File: src/rtl/lsu_arb.sv
// Two-master arbiter in front of the LSU memory port: fixed priority to port 0,
// starvation-forced and lock-burst grants for port 1, registered load response.
module lsu_arb #(
    parameter int unsigned MAX_WAIT = 4,
    parameter int unsigned MAX_LOCK = 8
) (
    input  logic        clk,
    input  logic        rst_n,
    input  logic        m0_req,
    input  logic        m0_we,
    input  logic [15:0] m0_addr,
    input  logic [31:0] m0_wdata,
    input  logic [3:0]  m0_bmask,
    input  logic [2:0]  m0_ldsel,
    input  logic        m1_req,
    input  logic        m1_we,
    input  logic [15:0] m1_addr,
    input  logic [31:0] m1_wdata,
    input  logic [3:0]  m1_bmask,
    input  logic [2:0]  m1_ldsel,
    input  logic        m1_lock,
    output logic        m0_gnt,
    output logic        m1_gnt,
    output logic        m0_rvalid,
    output logic        m1_rvalid,
    output logic [31:0] rdata,
    output logic [15:0] lsu_addr,
    output logic [31:0] lsu_wdata,
    output logic        lsu_wr_en,
    output logic [3:0]  lsu_bmask,
    output logic [2:0]  lsu_ldsel,
    input  logic [31:0] lsu_rdata
);

    localparam int unsigned CNT_W      = 4;
    localparam logic [2:0]  LDSEL_IDLE = 3'b010;

    logic [CNT_W-1:0] wait_cnt;
    logic [CNT_W-1:0] lock_cnt;
    logic             lock_act;

    logic force1;
    logic lock1;
    logic lock_act_d;
    logic load_gnt;

    // Grant selection: forced port 1, locked port 1, then port 0, then port 1
    always_comb begin
        force1 = m1_req && (wait_cnt == CNT_W'(MAX_WAIT));
        lock1  = lock_act && m1_req && !(m0_req && (lock_cnt == CNT_W'(MAX_LOCK)));
        m1_gnt = m1_req && (force1 || lock1 || !m0_req);
        m0_gnt = m0_req && !m1_gnt;
        lock_act_d = m1_gnt && m1_lock;
    end

    // LSU mux; idle drives a harmless word load of address 0
    always_comb begin
        lsu_addr  = '0;
        lsu_wdata = '0;
        lsu_bmask = '0;
        lsu_ldsel = LDSEL_IDLE;
        lsu_wr_en = 1'b0;
        load_gnt  = 1'b0;
        if (m0_gnt) begin
            lsu_addr  = m0_addr;
            lsu_wdata = m0_wdata;
            lsu_bmask = m0_bmask;
            lsu_ldsel = m0_ldsel;
            lsu_wr_en = m0_we && rst_n;
            load_gnt  = !m0_we;
        end else if (m1_gnt) begin
            lsu_addr  = m1_addr;
            lsu_wdata = m1_wdata;
            lsu_bmask = m1_bmask;
            lsu_ldsel = m1_ldsel;
            lsu_wr_en = m1_we && rst_n;
            load_gnt  = !m1_we;
        end
    end

    // Starvation and lock-burst bookkeeping
    always_ff @(posedge clk or negedge rst_n) begin
        if (!rst_n) begin
            wait_cnt <= '0;
            lock_cnt <= '0;
            lock_act <= 1'b0;
        end else begin
            lock_act <= lock_act_d;

            if (!m1_req || m1_gnt) begin
                wait_cnt <= '0;
            end else if (wait_cnt != CNT_W'(MAX_WAIT)) begin
                wait_cnt <= wait_cnt + CNT_W'(1);
            end

            if (m0_gnt || (lock_act && !lock_act_d)) begin
                lock_cnt <= '0;
            end else if (m1_gnt && m0_req && (lock_cnt != CNT_W'(MAX_LOCK))) begin
                lock_cnt <= lock_cnt + CNT_W'(1);
            end
        end
    end

    // Load response: data held between loads, valid pulses for one cycle
    always_ff @(posedge clk or negedge rst_n) begin
        if (!rst_n) begin
            rdata     <= '0;
            m0_rvalid <= 1'b0;
            m1_rvalid <= 1'b0;
        end else begin
            m0_rvalid <= m0_gnt && load_gnt;
            m1_rvalid <= m1_gnt && load_gnt;
            if (load_gnt) begin
                rdata <= lsu_rdata;
            end
        end
    end

endmodule

File: config.mk
export PLATFORM = sky130hd
export DESIGN_NAME = lsu_arb
export DESIGN_NICKNAME = d
export VERILOG_FILES = /design/src/rtl/lsu_arb.sv
export SDC_FILE = /design/constraint.sdc
export NUM_CORES = 1
export LEC_CHECK = 0
export ABC_AREA = 1
export CAP_MARGIN = 20
export CORE_AREA = 2 2 94 96
export DETAILED_ROUTE_END_ITERATION = 10
export DIE_AREA = 0 0 96 98
export DONT_BUFFER_PORTS = 1
export PLACE_DENSITY = 0.5
export SYNTH_ARGS = -nofsm -noshare
export SYNTH_HDL_FRONTEND = slang
export SYNTH_SLANG_ARGS = --single-unit
export TNS_END_PERCENT = 100
File: constraint.sdc
create_clock -name clk -period 3.2 [get_ports clk]
set_input_delay 0.96 -clock clk [delete_from_list [all_inputs] [get_ports clk]]
set_output_delay 0.96 -clock clk [all_outputs]
set_load 0.01 [all_outputs]
== After elaboration in Yosys (flattened, before gate mapping) ==
Index checks and enable logic that the tools add are counted.
W data, S select, Z words.
Cells by class
  $add $sub $neg: 2
  eq/ne operators: 4
  muxes and demuxes: 16
  reduce and logical (&&, ||, !) cells: 27
Operator list (count)
  $mux W32: 2
  $mux W16: 2
  $mux W4: 6
  $logic_and A1 B1 Y1: 14
  $add A4 B1 Y4 const B: 2
  $logic_not A1 Y1: 7
  $mux W3: 2
  $eq A4 B3 Y1 const B: 1
  $eq A4 B4 Y1 const B: 1
  $logic_or A1 B1 Y1: 4
  $mux W1: 4
  $ne A4 B3 Y1 const B: 1
  $ne A4 B4 Y1 const B: 1
  $reduce_bool A2 Y1: 2
Storage, ports and cells
  register bits after elaboration: 43
  output and inout port bits: 92

== Longest topological paths before layout ==
  depth in word-level cells: 12
  mapped depth: 12
  gate-level depth less buffers: 11

== Worst setup path before layout ==
Ideal clock, no wire load.
  path kind: input-to-output
  start point: input m1_req
  end point: output lsu_addr[0]
  arrival: 1.954 ns
  required time: 2.240 ns
  slack: 0.286 ns
  stages on the path: 10
  cell sequence: buf_6 > nand2_1 > inv_2 > nand2_2 > nand3_4 > inv_1 > buf_2 > buf_2 > nand2_1 > nand2_1
On the way
  longest elaborated chain between the ends: 8
Ends and longest elaborated chain
  start: declaration: line 15  | input logic m1_req,
  $logic_and A1 B1 Y1 (2 in series): line 50  | lock1 = lock_act && m1_req && !(m0_req && (lock_cnt == CNT_W'(MAX_LOCK)));
  $logic_or A1 B1 Y1 (2 in series): line 51  | m1_gnt = m1_req && (force1 || lock1 || !m0_req);
  $logic_and A1 B1 Y1 *: line 51
  $logic_not A1 Y1: line 52  | m0_gnt = m0_req && !m1_gnt;
  $logic_and A1 B1 Y1: line 52
  $mux W16 *: line 64  | if (m0_gnt) begin
  end: declaration: line 27  | output logic [15:0] lsu_addr,
Every way passes the cells marked *; elsewhere a longest branch is shown, timed or not.

== Final worst setup path ==
  start point: register lock_cnt[0]
  end point: output lsu_wdata[17]
On the way
  longest elaborated chain between the ends: 10
Ends and longest elaborated chain
  start: declaration: line 39  | logic [CNT_W-1:0] lock_cnt;
  start signal: assignment: line 99  | lock_cnt <= lock_cnt + CNT_W'(1);
  $eq A4 B4 Y1 *: line 50
  $logic_and A1 B1 Y1 *: line 50
  $logic_not A1 Y1 *: line 50
  $logic_and A1 B1 Y1 *: line 50
  $logic_or A1 B1 Y1 * (2 in series): line 51
  $logic_and A1 B1 Y1 *: line 51
  $logic_not A1 Y1: line 52
  $logic_and A1 B1 Y1: line 52
  $mux W32 *: line 64
  end: declaration: line 28  | output logic [31:0] lsu_wdata,
Marked as above.

==> impl_results.md <==
* Status: finished, final reports clean
* Max Root-Sink Buffers at 2
* Crit path buf inv count at 3
* Drt total wl at ~8000 um
* First-pass GRT wire length at 11900 um
* RSZ-0062 raised after global routing: false
* Largest delay share family, worst path: simple AND/OR/NAND/NOR gates
* CTS Buf Count at 5
* Diode count at 0
* CP cell instances: inv_1 > ha_1 > nand3_1 > nand2_1 > nand3_4 > inv_1 > buf_12 > nand2_1 > nand2_1
* CP Launch Type: register
* Pwr/cell area at between 400 and 500 mW/mm^2
* Filler cell count at between 900 and 1000
* Worst r2r path cells at 9
* Initial antenna violation count at 1
* Number of max-cap violations at 0
* Hold Path Class: input port to async pin
* Clock Latency Late Sink at roughly 0.30 ns
* Die Y at 98 um
* Die width at about 96 um
* Vias in the first global route at 2249
* Slew @ Worst Pin at between 0.4 and 0.5 ns
* Slowest stage delay, CP at 0.42 ns
* CP startpoint: lock_cnt[0]
* Crit-path slowest cell: dfrtp_1
* Post-DRT Antenna Nets at 0
* Syn nets at ~540
* Syn Std Cell Area at 0.00258 mm^2
* Root buffer cell: clkbuf_8
* Final setup vio count at 0
* Largest cells by area after synthesis: dfrtp_1 42%, nand2_1 35%, nand3_1 8.5%, inv_1 2.5%, buf_2 2.3%
* Placed cells at between 400 and 500
* Crit Path Max Fanout at 56
* IO Port Bufs at 0
* Site Rows at 34
* Tot GR Track Use at 16.3%
* # IOs at 241
* Library cells used by synthesis at 20
* Nets at between 500 and 600
* TritonCTS clock tree: built
* Cells after Synth at a little under 400
* Share of cells above drive strength 1 at 4.74%
* Max rail drop VDD at roughly 0.29 mV
* Worst Hold Slack at roughly 0.35 ns
* Relative slew slack at 72.6%
* Reg2reg end: rdata[26]
* R2R Path Start: lock_cnt[0]
* Area leader, netlist: dfrtp_1
* Final Core Density at 32.3%
* Hold Vio Cnt, Final at 0
* Skew final at about 0.011 ns
* Vias at approximately 2400
* CP endpoint: lsu_wdata[17]
* Number of DRC markers in iteration 0 at between 80 and 90
* Most frequent CP cell: nand2_1
* Sequential element share of the synthesized area at between 40% and 50%
* CTS resizes at 0
* Mean Syn Cell Area at roughly 6.6 um^2
* Total die area at around 0.0094 mm^2
* Final non-filler cell total at ~490
* H-Tree Depth at 2
* Clock transition at the registers of the reported paths at roughly 0.090 ns
* Hold_buf cts at 0
* Setup Fix Bufs, Post-CTS at 0
* Drt pass-1 iters at 4
* Slew Viols, Final at 0
* Worst EP arrival at about 2.0 ns
* Area grow syn2layout at 5.71%
* Fin crit period at between 2 and 3 ns
* Residual DRC count at 0
* Crit. End Element: primary output
* Yosys reg bits at 43
* Critical path class: register to primary output
* Final GP Congestion at around 0.83
* Share of the synthesized area in the top cell type at a little over two fifths
* Largest net degree at the start of global routing at 57
* Leakage at about 1.6 nW
* Synth warnings at 0
* Clk sink count at 43
* Core Box Area at approximately 0.0085 mm^2
* DR vias/cell at a little under 5
* Stages on the worst setup path at 9
* F_max at roughly 340 MHz
* R2R Setup Slk at roughly 1.4 ns
* Overflow after GRT at 0
* Tcrit/Tclk final at between 90 and 100%
* Hpwl dp at ~6400 um
* CP required at around 2.2 ns
* Starting Density at between 30% and 40%
* Setup TNS at 0 ns
* DR WL/cell at approximately 17 um
## worst min path at each step
| stage | from | endpoint | slack [ns] | cells after the start |
|---|---|---|---|---|
| after global routing | rst_n | rdata[1] | 0.31 | 0 |
| final | rst_n | wait_cnt[1] | 0.35 | 0 |
| after global placement | wait_cnt[0] | wait_cnt[0] | 0.48 | 1 |
| after CTS | rst_n | rdata[1] | 0.33 | 0 |
| after detailed placement | wait_cnt[0] | wait_cnt[0] | 0.50 | 1 |
| after floorplan | wait_cnt[0] | wait_cnt[0] | 0.45 | 1 |
## placed cells by master (no fill, tap or decap), drive strengths merged, types with 2 or more instances in the layout
cell type  count
dfrtp         43
clkinvlp       2
xor2           3
nor2           5
buf            4
inv           20
clkbuf         5
nand2        243
ha             4
nand3         45
## cell families (layout without fill, tap and decap cells)
| group | after synthesis | after routing | synth area share [%] |
|---|---|---|---|
| adder cells (fa/ha/maj) | 4 | 4 | 1.94 |
| XOR/XNOR | 4 | 4 | 1.36 |
| flip-flops | 43 | 43 | 41.6 |
| buffers and inverters | 41 | 31 | 7.99 |
| AND/OR/NAND/NOR | 296 | 296 | 46.5 |
| AO/OA/AOI/OAI | 2 | 2 | 0.533 |
## final cells by class
cell class                      count  area (um^2)  share of cell area (%)
Timing Repair Buffer                4         55.1                    2.02
Clock inverter                      3         23.8                   0.870
Tap cell                          108          135                    4.95
Inverter                           19         71.3                    2.61
Clock buffer                        5         68.8                    2.52
Multi-Input combinational cell    306         1300                    47.6
Sequential cell                    43         1080                    39.4
## sequential cells by signal (all words and copies together) (netlist names)
| register | cells |
|---|---|
| lock_act | 1 |
| m1_rvalid | 1 |
| m0_rvalid | 1 |
| lock_cnt | 4 |
| rdata | 32 |
| wait_cnt | 4 |
## per-stage QoR
stage	worst slack, ns	power (mW)	area [um^2]
finish	0.282	1.29	2730
global route	0.0895	1.38	2730
CTS	0.258	1.31	2730
detailed placement	0.302	0.949	2640
global placement	0.333	0.945	2640
floorplan	0.286	0.896	2580
## routing by layer
metal | GRT usage [%] | up-vias | share of wire (%)
met1 | 18.5 | 1058 | 36
met4 | 5.27 | 2 | 2.3
li1 | - | 1161 | -
met3 | 9.03 | 19 | 15
met2 | 26.0 | 153 | 46
met5 | 0 | - | 0.16
## cell usage after synthesis
library cell,instances
buf_2,12
buf_6,5
clkbuf_1,5
dfrtp_1,43
ha_1,4
inv_1,17
inv_2,2
nand2_1,241
nand2_2,1
nand2_4,1
nand3_1,44
nand3_4,1
nand3b_2,1
nand4_1,1
nor2_1,5
o21ai_0,1
o22a_1,1
or2_1,1
xnor2_1,1
xor2_1,3
## report_power, final
| part | internal [mW] | switching, mW | leakage [nW] | total [mW] |
|---|---|---|---|---|
| clock | 0.156 | 0.202 | 0.0408 | 0.358 |
| combinational | 0.0758 | 0.168 | 1.00 | 0.244 |
| sequential | 0.609 | 0.0812 | 0.544 | 0.690 |
| total | 0.841 | 0.451 | 1.59 | 1.29 |
(Power assumes the default switching activity.)
